<file path="config.mk">
export PLATFORM = sky130hd
export DESIGN_NAME = fizzle_fade
export DESIGN_NICKNAME = d
export VERILOG_FILES = /design/src/rtl/fizzle_fade.sv
export SDC_FILE = /design/constraint.sdc
export NUM_CORES = 1
export LEC_CHECK = 0
export CORE_ASPECT_RATIO = 2
export CORE_MARGIN = 5
export CORE_UTILIZATION = 60
export CTS_BUF_LIST = sky130_fd_sc_hd__clkbuf_8
export CTS_CLUSTER_SIZE = 20
export DETAILED_ROUTE_END_ITERATION = 7
export PLACE_DENSITY_LB_ADDON = 0.08
export SKIP_LAST_GASP = 1
export SYNTH_ARGS = -nofsm -noshare
export SYNTH_HDL_FRONTEND = slang
export SYNTH_SLANG_ARGS = --single-unit
</file>
<file path="constraint.sdc">
create_clock -name clk -period 3 [get_ports clk]
set_clock_uncertainty 0.15 [all_clocks]
set_input_delay 0.75 -clock clk [delete_from_list [all_inputs] [get_ports clk]]
set_output_delay 0.75 -clock clk [all_outputs]
set_load 0.02 [all_outputs]
</file>
<file path="src/rtl/fizzle_fade.sv">
// LFSR fizzle-fade engine: overwrites each framebuffer pixel exactly once, in
// pseudo-random order, with a latched fill colour index.
module fizzle_fade #(
  parameter int unsigned FB_WIDTH  = 160,
  parameter int unsigned FB_HEIGHT = 120,
  parameter int unsigned FB_DATAW  = 4,
  parameter int unsigned LFSR_LEN  = 15,
  parameter logic [LFSR_LEN-1:0] LFSR_TAPS = 15'b110000000000000,
  parameter int unsigned FADE_WAIT = 600,
  parameter int unsigned FADE_RATE = 3200,
  parameter int unsigned FB_ADDRW  = $clog2(FB_WIDTH*FB_HEIGHT)
) (
  input  logic                clk,
  input  logic                rst,
  input  logic                start,
  input  logic                frame,
  input  logic [FB_DATAW-1:0] colr_in,
  output logic                busy,
  output logic                done,
  output logic                fb_we,
  output logic [FB_ADDRW-1:0] fb_addr,
  output logic [FB_DATAW-1:0] fb_cidx
);

  localparam int unsigned FB_PIX = FB_WIDTH * FB_HEIGHT;
  localparam int unsigned WAIT_W = (FADE_WAIT > 1) ? $clog2(FADE_WAIT + 1) : 1;
  localparam int unsigned RATE_W = (FADE_RATE > 1) ? $clog2(FADE_RATE) : 1;
  localparam logic [LFSR_LEN-1:0] SEED = LFSR_LEN'(1);

  typedef enum logic [1:0] {IDLE, WAIT, RUN, DONE} state_t;

  state_t              state;
  logic [LFSR_LEN-1:0] lfsr;
  logic [LFSR_LEN-1:0] lfsr_next;
  logic [LFSR_LEN-1:0] cand;
  logic                in_range;
  logic                step;
  logic [FB_DATAW-1:0] colr;
  logic [WAIT_W-1:0]   cnt_wait;
  logic [RATE_W-1:0]   cnt_rate;

  // Candidate address is lfsr-1, so the seed maps to pixel 0.
  assign lfsr_next = {lfsr[LFSR_LEN-2:0], ^(lfsr & LFSR_TAPS)};
  assign cand      = lfsr - SEED;
  assign in_range  = (cand < LFSR_LEN'(FB_PIX));
  assign step      = (cnt_rate == RATE_W'(FADE_RATE - 1));

  always_ff @(posedge clk) begin
    if (rst) begin
      state    <= IDLE;
      busy     <= 1'b0;
      done     <= 1'b0;
      fb_we    <= 1'b0;
      fb_addr  <= '0;
      fb_cidx  <= '0;
      lfsr     <= SEED;
      colr     <= '0;
      cnt_wait <= '0;
      cnt_rate <= '0;
    end else begin
      fb_we <= 1'b0;
      done  <= 1'b0;
      case (state)
        IDLE, DONE: begin
          busy <= 1'b0;
          if (start) begin
            state    <= WAIT;
            busy     <= 1'b1;
            colr     <= colr_in;
            lfsr     <= SEED;
            cnt_wait <= '0;
            cnt_rate <= '0;
          end
        end
        WAIT: begin
          if (FADE_WAIT == 0) begin
            state <= RUN;
          end else if (frame) begin
            cnt_wait <= cnt_wait + WAIT_W'(1);
            if (cnt_wait == WAIT_W'(FADE_WAIT - 1)) state <= RUN;
          end
        end
        RUN: begin
          if (step) begin
            lfsr <= lfsr_next;
            // Skipped candidates keep cnt_rate at the step value so the next one is tried at once.
            if (in_range) begin
              fb_we    <= 1'b1;
              fb_addr  <= FB_ADDRW'(cand);
              fb_cidx  <= colr;
              cnt_rate <= '0;
            end
            if (lfsr_next == SEED) begin
              done  <= 1'b1;
              state <= DONE;
            end
          end else begin
            cnt_rate <= cnt_rate + RATE_W'(1);
          end
        end
        default: state <= IDLE;
      endcase
    end
  end

endmodule

</file>
# [Word level (Yosys, flattened, before mapping)]
# Cells that the tools add are included.
[word_totals] regBits=65 in_bits=8 output_inout_bits=22 wordCells=59
[op_classes] addsub=3 magnitude_cmp=1 n_eq_ne=12 muxes=19 n_bitwise=2 n_reduce_logical=12
[ops] cell="$mux W12" count=3
[ops] cell="$mux W15" count=2
[ops] cell="$pmux W15 S2" count=1
[ops] cell="$pmux W12 S2" count=1
[ops] cell="$mux W10" count=2
[ops] cell="$pmux W10 S2" count=1
[ops] cell="$eq A15 B1 Y1 const B" count=1
[ops] cell="$lt A15 B15 Y1 const B" count=1
[ops] cell="$reduce_xor A15 Y1" count=1
[ops] cell="$sub A15 B1 Y15 const B" count=1
[ops] cell="$add A12 B1 Y12 const B" count=1
[ops] cell="$eq A12 B12 Y1 const B" count=1
[ops] cell="$reduce_and A3 Y1" count=4
[ops] cell="$add A10 B1 Y10 const B" count=1
[ops] cell="$eq A10 B10 Y1 const B" count=1
[ops] cell="$mux W2" count=5
[ops] cell="$ne A2 B2 Y1 const B" count=5
[ops] cell="$pmux W2 S3" count=1
[ops] cell="$reduce_and A5 Y1" count=1
[ops] cell="$eq A2 B2 Y1 const B" count=2
[ops] cell="$reduce_bool A2 Y1" count=2
[ops] cell="$mux W1" count=3
[ops] cell="$ne A3 B3 Y1 const B" count=1
[ops] cell="$reduce_or A3 Y1" count=1
[ops] cell="other kinds (5)" count=6

# [Depth between registers and ports, before layout]
# Gate-level depths: netlist of the first run.
[logic_depth] depth_word=5 depth_mapped=9

# [Worst setup path before layout of the first run]
# OpenSTA, ideal clock, no wires.
[synth_timing] path_kind="flip-flop to flip-flop" start="register lfsr[0]" end="register fb_addr[4]" setup_ps=121 arrival_ps=2236 slack_ps=493 path_stages_with_launch=9 path_cell_list="dfxtp_1 inv_1 ha_1 nor4b_4 nand4_1 xor2_1 o31ai_2 nor2_4 mux2_4"
[synth_between] elab_chain_len=3
[synth_rtl] item="start, declared" line="33" rtl="logic [LFSR_LEN-1:0] lfsr;"
[synth_rtl] item="start signal, assigned" line="85" rtl="lfsr <= lfsr_next;"
[synth_rtl] item="$sub A15 B1 Y15" line="44" rtl="assign cand = lfsr - SEED;"
[synth_rtl] item="named net cand[0]" line="35" rtl="logic [LFSR_LEN-1:0] cand;"
[synth_rtl] item="$lt A15 B15 Y1" line="45" rtl="assign in_range = (cand < LFSR_LEN'(FB_PIX));"
[synth_rtl] item="$reduce_and A3 Y1 (no source line)"
[synth_rtl] item="end signal, assigned" line="89" rtl="fb_addr <= FB_ADDRW'(cand);"
[synth_rtl] item="end, declared" line="21" rtl="output logic [FB_ADDRW-1:0] fb_addr,"
# The timed path passes the listed nets, and every way through them passes these cells.
# A chain may end at the register's enable or synchronous reset.

# [Final worst setup path of the first run]
[layout_timing] start="register lfsr[0]" end="register fb_addr[12]"
# The elaborated chain is that of the path after synthesis.

==> flow_summary.json, run 1 <==
{
  "outcome": "finished, final reports clean",
  "worstPathRequired_ns": 3.09,
  "grt_use_met2": 0.382,
  "fin_cells": 494,
  "yosys.area_share.adder": 0.0220,
  "tns_ns": 0,
  "core_um2": 5610,
  "max_stage_delay_ns": 0.40,
  "layout-drive-gt1-share": 0.0855,
  "drtIter0Drc": 204,
  "tightest_slew_ns": 0.616,
  "synth_mux_area_frac": 0.0249,
  "final_max_slew_viol_count": 0,
  "cap_violations": 0,
  "synthToLayoutAreaGrowth_pct": 13.0,
  "synth-compound-area-share": 0.203,
  "numPortBuffers": 29,
  "syn-cell-area_um2": 3420,
  "cp-end-kind": "flip-flop",
  "cts_root_buf": "clkbuf_8",
  "viasPerCell": 6.15,
  "async_flop_share": 0,
  "final-setup-viol-count": 0,
  "timing.final.crit_share": 0.925,
  "peakVddDrop_mv": 0.507,
  "cp-start-kind": "flip-flop",
  "globalRouteOverflowTotal": 0,
  "yosys.area_share.xor_xnor": 0.0512,
  "wl_per_cell_um": 16.4,
  "synth_top_family_by_area": "simple AND/OR/NAND/NOR gates",
  "synth_cell_types": 56,
  "dieHeight_um": 117,
  "cts_buffer_depth": 2,
  "cp_slowest_cell": "a311oi_2",
  "synthSimpleGateAreaFrac": 0.248,
  "synth-edff-count": 0,
  "antenna_found_initial": 0,
  "grt_usage": 0.232,
  "final_cell_mix": "dfxtp_1 (65), nand2_1 (34), nand3_1 (34)",
  "critical_path_class": "reg2reg",
  "grt_pass1_vias": 2958,
  "num-nets-final": 444,
  "clock-sinks": 65,
  "ios": 30,
  "layout_min_cycle_time_ns": 2.77,
  "diodes": 0,
  "final_common_cell": "dfxtp_1",
  "place_area_um2": 3710,
  "power.density_nw_per_um2": 572,
  "crit_chain": "inv_1 > ha_1 > nor4b_4 > a21oi_1 > a311oi_2 > o22ai_4 > a21o_1 > a211oi_1",
  "seq_area_frac_synth": 0.381,
  "busiest_layer": "met2",
  "synth_seq_cells": 65,
  "synth_flop_cell": "dfxtp_1",
  "use_met3": 0.0568,
  "power_mw": 2.21,
  "hold_viol": 0,
  "num_vias": 3036,
  "clk_latency_ns": 0.33,
  "ant_nets": 0,
  "crit_family": "compound AO/OA/AOI/OAI gates",
  "drt-pass1-iter-count": 4,
  "gp_congestion": 0.943,
  "initial_core_util": 0.609,
  "yosysWarnings": 0,
  "rsz0062_at_grt": "false",
  "wl_um": 8100,
  "syn_inst": 407,
  "cts_tree": "done",
  "max-slew-margin-rel": 0.589,
  "crit_fanout": 15,
  "synth_nets": 421,
  "p_leak_nw": 1.34,
  "drc": 0,
  "met1_usage": 0.284,
  "arrival_ns": 2.87,
  "cts_buffers": 9,
  "cts_max_level": 3,
  "hold_path.class": "reg2reg",
  "grt_pass1_wl_um": 13900,
  "clk_pin_slew_ns": 0.06,
  "nFillCells": 488,
  "hpwl_um": 5760,
  "syn_avg_cell_area_um2": 8.40,
  "fmax_mhz": 361,
  "cp.buffers_inverters": 1,
  "pre_cts_slack_ns": 0.171,
  "die_area_um2": 7400,
  "grt_start_max_net_pins": 66,
  "hold_buffers": 0,
  "num_rows": 39,
  "dieWidth_um": 63.4,
  "fin_util": 0.689,
  "placed_cells": 479,
  "setup_slack_ns": 0.226,
  "timing.hold.ws_ns": 0.308,
  "fin_area_um2": 3860
}
cell type report:
type	count	area (um2)	area share
repair buffers	40	368	0.0952
inverters	26	97.6	0.0253
multi-input cells	288	1880	0.486
clock inverters	5	20.0	0.00518
flip-flops and latches	65	1300	0.337
clock buffers	9	124	0.0320
well taps	61	76.3	0.0197
metal layers:
metal  up-vias  share of wire
li1       1498              -
met4         0          0.021
met5         -              0
met1      1429           0.44
met3        15          0.048
met2        94           0.49
worst reg2reg max path: cells and delay by family, from the launching register on:
kind	cells	cell delay, ns
AOI/OAI and AO/OA	5	1.41
adders and majority gates	1	0.30
buffers and inverters	1	0.12
DFF	1	0.37
and+or+nand+nor	1	0.33
final timing paths:
check / from / slack (ns) / cells after the start / end
worst max-delay path: lfsr[0]$_SDFFE_PP1P_ / 0.23 / 8 / fb_addr[12]$_SDFFE_PP0P_
worst min-delay path: fb_addr[9]$_SDFFE_PP0P_ / 0.31 / 2 / fb_addr[9]$_SDFFE_PP0P_
worst max register to register: lfsr[0]$_SDFFE_PP1P_ / 0.23 / 8 / fb_addr[12]$_SDFFE_PP0P_
worst min register to register: fb_addr[9]$_SDFFE_PP0P_ / 0.31 / 2 / fb_addr[9]$_SDFFE_PP0P_
sequential cells by signal (all words and copies together) (netlist names):
name	cells
fb_addr	15
lfsr	15
cnt_rate	12
cnt_wait	10
colr	4
fb_cidx	4
state	2
busy	1
done	1
fb_we	1
cell families (layout without fill, tap and decap cells):
group / Yosys count / after routing
adders and majority gates: 6 / 6
AOI/OAI and AO/OA: 97 / 97
buffers and inverters: 54 / 80
xor gates and xnor gates: 20 / 20
and+or+nand+nor: 157 / 157
muxes: 8 / 8
DFF: 65 / 65
what timing repair did:
action / CTS / global route
buffers inserted: 0 / 1
endpoints found under the hold margin: 0 / 0
endpoints found under the setup margin: 0 / 13
gates resized for setup: 0 / 0
Yosys cell counts (2+ instances only):
cell / instances / area share
dfxtp_1: 65 / 0.38
nand2_1: 34 / 0.037
nand3_1: 34 / 0.050
a21oi_1: 29 / 0.042
a211oi_1: 28 / 0.061
inv_1: 26 / 0.029
nor2_1: 26 / 0.029
clkbuf_1: 19 / 0.021
nand2b_1: 13 / 0.024
xor2_1: 13 / 0.033
o21ai_0: 11 / 0.016
nor3_1: 9 / 0.013
and3_1: 8 / 0.015
nand4_1: 8 / 0.015
mux2i_1: 7 / 0.020
xnor2_1: 7 / 0.018
ha_1: 6 / 0.022
o32ai_1: 5 / 0.013
a31oi_1: 4 / 0.0073
buf_6: 4 / 0.013
nor2b_1: 4 / 0.0073
buf_2: 3 / 0.0044
nor4_1: 3 / 0.0055
o41ai_1: 3 / 0.0077
a41oi_1: 2 / 0.0051
and4_1: 2 / 0.0051
nand3b_1: 2 / 0.0044
nor3_2: 2 / 0.0059
o2111ai_1: 2 / 0.0051
or3_1: 2 / 0.0037
power breakdown:
part / switching (mW) / total (mW) / leakage (nW) / internal, mW
clock network: 0.292 / 0.568 / 0.0899 / 0.277
logic: 0.475 / 0.707 / 0.721 / 0.232
registers: 0.0341 / 0.936 / 0.525 / 0.902
total: 0.800 / 2.21 / 1.34 / 1.41
Note: power is estimated with default switching activity, not from simulation.
==> run 2: changes to the inputs <==
MAX_ROUTING_LAYER = met4   (was not set)
==> flow_summary.json, run 2 (synthesis results as in run 1) <==
{
  "timing.final.crit_share": 0.947,
  "switching_share": 0.335,
  "gp_congestion": 0.932,
  "clock-sinks": 65,
  "grt_start_max_net_pins": 66,
  "die_area_um2": 7400,
  "cp-end-kind": "flip-flop",
  "power.density_nw_per_um2": 619,
  "grt_use_met2": 0.383,
  "fmax_mhz": 352,
  "layout-drive-gt1-share": 0.0986,
  "initial_core_util": 0.609,
  "seqPwrFrac": 0.382,
  "dieWidth_um": 63.4,
  "synthToLayoutAreaGrowth_pct": 15.7,
  "clk_latency_ns": 0.35,
  "cap_violations": 0,
  "ios": 30,
  "crit_family": "simple AND/OR/NAND/NOR gates",
  "cts_buffer_depth": 2,
  "pwr-share-clk": 0.333,
  "switchingPower_mw": 0.820,
  "drc": 0,
  "use_met3": 0.0558,
  "core_um2": 5610,
  "drt-pass1-iter-count": 5,
  "largestRegisters": "fb_addr: 15 flops, lfsr: 15 flops, cnt_rate: 12 flops",
  "tightest_slew_ns": 0.627,
  "outcome": "finished, final reports clean",
  "layout_min_cycle_time_ns": 2.84,
  "numPortBuffers": 29,
  "cts.repair.resized": 0,
  "dieHeight_um": 117,
  "crit_chain": "inv_1 > ha_1 > nor4b_4 > buf_4 > nand4_1 > xor2_1 > o31ai_2 > nor2_4 > mux2_4",
  "wl_um": 8170,
  "num_rows": 39,
  "antenna_found_initial": 0,
  "cts_root_buf": "clkbuf_8",
  "p_leak_nw": 1.37,
  "busiest_layer": "met2",
  "max_stage_delay_ns": 0.48,
  "cts_max_level": 3,
  "crit_fanout": 7,
  "final_max_slew_viol_count": 0,
  "grt_pass1_wl_um": 13900,
  "globalRouteOverflowTotal": 0,
  "final_common_cell": "dfxtp_1",
  "cp-start-kind": "flip-flop",
  "clk_pin_slew_ns": 0.07,
  "hpwl_um": 5680,
  "cp.depth": 9,
  "nFillCells": 470,
  "critical_path_class": "reg2reg",
  "tns_ns": 0,
  "cp.buffers_inverters": 2,
  "viasPerCell": 6.15,
  "arrival_ns": 2.93,
  "max-slew-margin-rel": 0.582,
  "grt_usage": 0.240,
  "met1_usage": 0.290,
  "ant_nets": 0,
  "rr_worst_depth": 9,
  "fin_cells": 497,
  "cts_buffers": 9,
  "final-setup-viol-count": 0,
  "drtIter0Drc": 270,
  "cts_tree": "done",
  "worstPathRequired_ns": 3.09,
  "intPower_mw": 1.63,
  "hold_buffers": 0,
  "num_vias": 3059,
  "final_cell_mix": "dfxtp_1 (65), nand2_1 (34), nand3_1 (34)",
  "diodes": 0,
  "hold_path.class": "reg2reg",
  "peakVddDrop_mv": 0.580,
  "comb_power_share": 0.286,
  "wl_per_cell_um": 16.4,
  "num-nets-final": 445,
  "min_path_cells": 2,
  "placed_cells": 479,
  "rsz0062_at_grt": "false",
  "grt_pass1_vias": 3015,
  "cp_slowest_cell": "o31ai_2",
  "hold_viol": 0
}
run 2: changes by cell type in the layout (fill, tap and decap cells not counted), sizes merged:
cell    change
clkbuf      +5
clkinv      -1
buf         +1
bufinv      +1
inv         -3
run 2: what timing repair did:
item | CTS | global route
setup buffers | 0 | 2
endpoints found under the setup margin | 0 | 11
endpoints found under the hold margin | 0 | 0
run 2: metal layers:
metal / share of wire / vias up
li1: - / 1502
met1: 0.45 / 1466
met2: 0.49 / 80
met3: 0.044 / 11
met4: 0.016 / 0
met5: 0 / -
run 2: worst min-delay path: cells and delay by family, from the launching register on:
kind | cells | cell delay [ns]
buf+inv | 1 | 0.05
compound gates | 1 | 0.05
flops | 1 | 0.31
run 2: final timing paths:
path	startpoint	end	slack [ns]
worst max-delay path	lfsr[0]$_SDFFE_PP1P_	fb_addr[4]$_SDFFE_PP0P_	0.16
worst min-delay path	fb_addr[11]$_SDFFE_PP0P_	fb_addr[11]$_SDFFE_PP0P_	0.31
worst max register to register	lfsr[0]$_SDFFE_PP1P_	fb_addr[4]$_SDFFE_PP0P_	0.16
worst min register to register	fb_addr[11]$_SDFFE_PP0P_	fb_addr[11]$_SDFFE_PP0P_	0.31
run 2: layout make-up:
class	instances	area, um2	area share
sequential	65	1300	0.329
inverter	26	97.6	0.0247
multi-input combinational	288	1880	0.475
clock inverter	2	33.8	0.00854
timing repair buffer	41	375	0.0949
clock buffer	14	193	0.0487
tap	61	76.3	0.0193
run 2: through the flow:
step | cell area, um2 | worst slack, ns | hold WS [ns] | total power, mW | util
detailed placement | 3710 | 0.172 | 0.302 | 1.65 | 0.662
floorplan | 3420 | 0.493 | 0.287 | 1.43 | -
global placement | 3710 | 0.337 | 0.294 | 1.62 | 0.662
global route | 3960 | 0.00613 | 0.335 | 2.59 | 0.705
finish | 3960 | 0.160 | 0.307 | 2.45 | 0.705
CTS | 3940 | 0.146 | 0.312 | 2.45 | 0.702
run 2: power groups by stage:
stage | clock [mW] | sequential (mW) | combinational (mW)
after global routing | 0.877 | 0.941 | 0.768
after floorplan | 0 | 0.951 | 0.483
after detailed placement | 0 | 0.954 | 0.691
after global placement | 0 | 0.950 | 0.667
after CTS | 0.826 | 0.935 | 0.693
final | 0.815 | 0.935 | 0.700
==> run 3: changes to the inputs <==
PLACE_DENSITY = 0.82   (was not set)
PLACE_DENSITY_LB_ADDON = not set   (was 0.08)
==> flow_summary.json, run 3 (synthesis results as in run 1) <==
{
  "outcome": "finished, final reports clean",
  "final_cell_mix": "dfxtp_1 (65), nand2_1 (34), nand3_1 (34)",
  "crit_fanout": 7,
  "peakVddDrop_mv": 0.674,
  "timing.final.crit_share": 0.941,
  "dieWidth_um": 63.4,
  "num_rows": 39,
  "dieHeight_um": 117,
  "grt_pass1_vias": 2938,
  "p_leak_nw": 1.37,
  "max-slew-margin-rel": 0.553,
  "wl_per_cell_um": 16.6,
  "final_max_slew_viol_count": 0,
  "diodes": 0,
  "largestRegisters": "fb_addr: 15 flops, lfsr: 15 flops, cnt_rate: 12 flops",
  "grt_start_max_net_pins": 66,
  "worstPathRequired_ns": 3.09,
  "globalRouteOverflowTotal": 0,
  "hold_path.class": "reg2reg",
  "num_vias": 3056,
  "cp_slowest_cell": "o31ai_2",
  "fmax_mhz": 354,
  "cts_root_buf": "clkbuf_8",
  "crit_family": "simple AND/OR/NAND/NOR gates",
  "cap_violations": 0,
  "final-setup-viol-count": 0,
  "grt_usage": 0.245,
  "gp_congestion": 0.938,
  "initial_core_util": 0.609,
  "intPower_mw": 1.76,
  "crit_chain": "inv_1 > ha_1 > nor4b_4 > buf_4 > nand4_1 > xor2_1 > o31ai_2 > nor2_4 > mux2_4",
  "cts_tree": "done",
  "numPortBuffers": 29,
  "layout-drive-gt1-share": 0.0968,
  "comb_power_share": 0.271,
  "ios": 30,
  "core_um2": 5610,
  "ant_nets": 0,
  "clk_pin_slew_ns": 0.07,
  "cts_max_level": 3,
  "tns_ns": 0,
  "tightest_slew_ns": 0.669,
  "wl_um": 8240,
  "pwr-share-clk": 0.369,
  "seqPwrFrac": 0.360,
  "switchingPower_mw": 0.832,
  "switching_share": 0.321,
  "grt_pass1_wl_um": 14000,
  "hold_buffers": 0,
  "clk_latency_ns": 0.35,
  "antenna_found_initial": 0,
  "power.density_nw_per_um2": 653,
  "final_common_cell": "dfxtp_1",
  "cts_buffer_depth": 2,
  "arrival_ns": 2.92,
  "clock-sinks": 65,
  "cp-end-kind": "flip-flop",
  "cp-start-kind": "flip-flop",
  "timing.hold.ws_ns": 0.305,
  "power_mw": 2.60,
  "drtIter0Drc": 250,
  "viasPerCell": 6.17,
  "die_area_um2": 7400,
  "rsz0062_at_grt": "false",
  "cp.buffers_inverters": 2,
  "critical_path_class": "reg2reg",
  "cts_buffers": 9,
  "num-nets-final": 443,
  "drt-pass1-iter-count": 5,
  "hpwl_um": 5800,
  "max_stage_delay_ns": 0.51,
  "layout_min_cycle_time_ns": 2.82,
  "drc": 0,
  "hold_viol": 0,
  "synthToLayoutAreaGrowth_pct": 16.2
}
==> run 3: cell types whose count changed in the layout (fill, tap and decap cells not counted) <==
cell,change
buf_4,-2
clkinv_2,+2
bufinv_16,+3
clkbuf_8,-5
a21o_2,+1
a21o_1,-1
==> run 3: stage by stage <==
step	instances	cell area, um2	worst slack, ns	util
after floorplan	407	3420	0.493	-
after global placement	478	3710	0.353	0.660
after detailed placement	478	3710	0.179	0.660
after CTS	494	3960	0.139	0.706
after global routing	495	3970	0.00858	0.708
final	495	3970	0.176	0.708
==> run 3: layer usage <==
layer,up-vias,track usage,share of wire
met3,22,0.0549,0.056
met4,0,0.125,0.030
met1,1435,0.270,0.40
met2,98,0.409,0.51
li1,1501,-,-
met5,-,-,0
==> run 3: worst paths after layout <==
path,cells past startpoint,slack [ns],start,endpoint
max,9,0.18,lfsr[0]$_SDFFE_PP1P_,fb_addr[4]$_SDFFE_PP0P_
min,2,0.30,fb_addr[0]$_SDFFE_PP0P_,fb_addr[0]$_SDFFE_PP0P_
max reg2reg,9,0.18,lfsr[0]$_SDFFE_PP1P_,fb_addr[4]$_SDFFE_PP0P_
min reg2reg,2,0.30,fb_addr[0]$_SDFFE_PP0P_,fb_addr[0]$_SDFFE_PP0P_
==> run 3: cell type report <==
class | instances | area, um2
fill | 452 | 1640
timing repair buffer | 39 | 360
multi-input combinational | 288 | 1880
sequential | 65 | 1300
clock buffer | 9 | 124
tap | 61 | 76.3
clock inverter | 7 | 134
inverter | 26 | 97.6
==> run 3: tightest hold or removal path, cell delays in order, from the launching register on <==
cell      delay (ns)
dfxtp_1         0.31
inv_1           0.05
a211oi_1        0.05
==> run 3: power by group through the flow <==
| stage | sequential (mW) | combinational, mW | clock [mW] |
|---|---|---|---|
| after global placement | 0.950 | 0.662 | 0 |
| final | 0.935 | 0.704 | 0.956 |
| after CTS | 0.934 | 0.695 | 0.974 |
| after detailed placement | 0.953 | 0.690 | 0 |
| after floorplan | 0.951 | 0.483 | 0 |
| after global routing | 0.938 | 0.773 | 1.02 |
==> run 3: what timing repair did <==
action / in CTS / in global routing
buffers inserted: 0 / 1
endpoints found under the setup margin: 0 / 13
resized for setup: 0 / 1
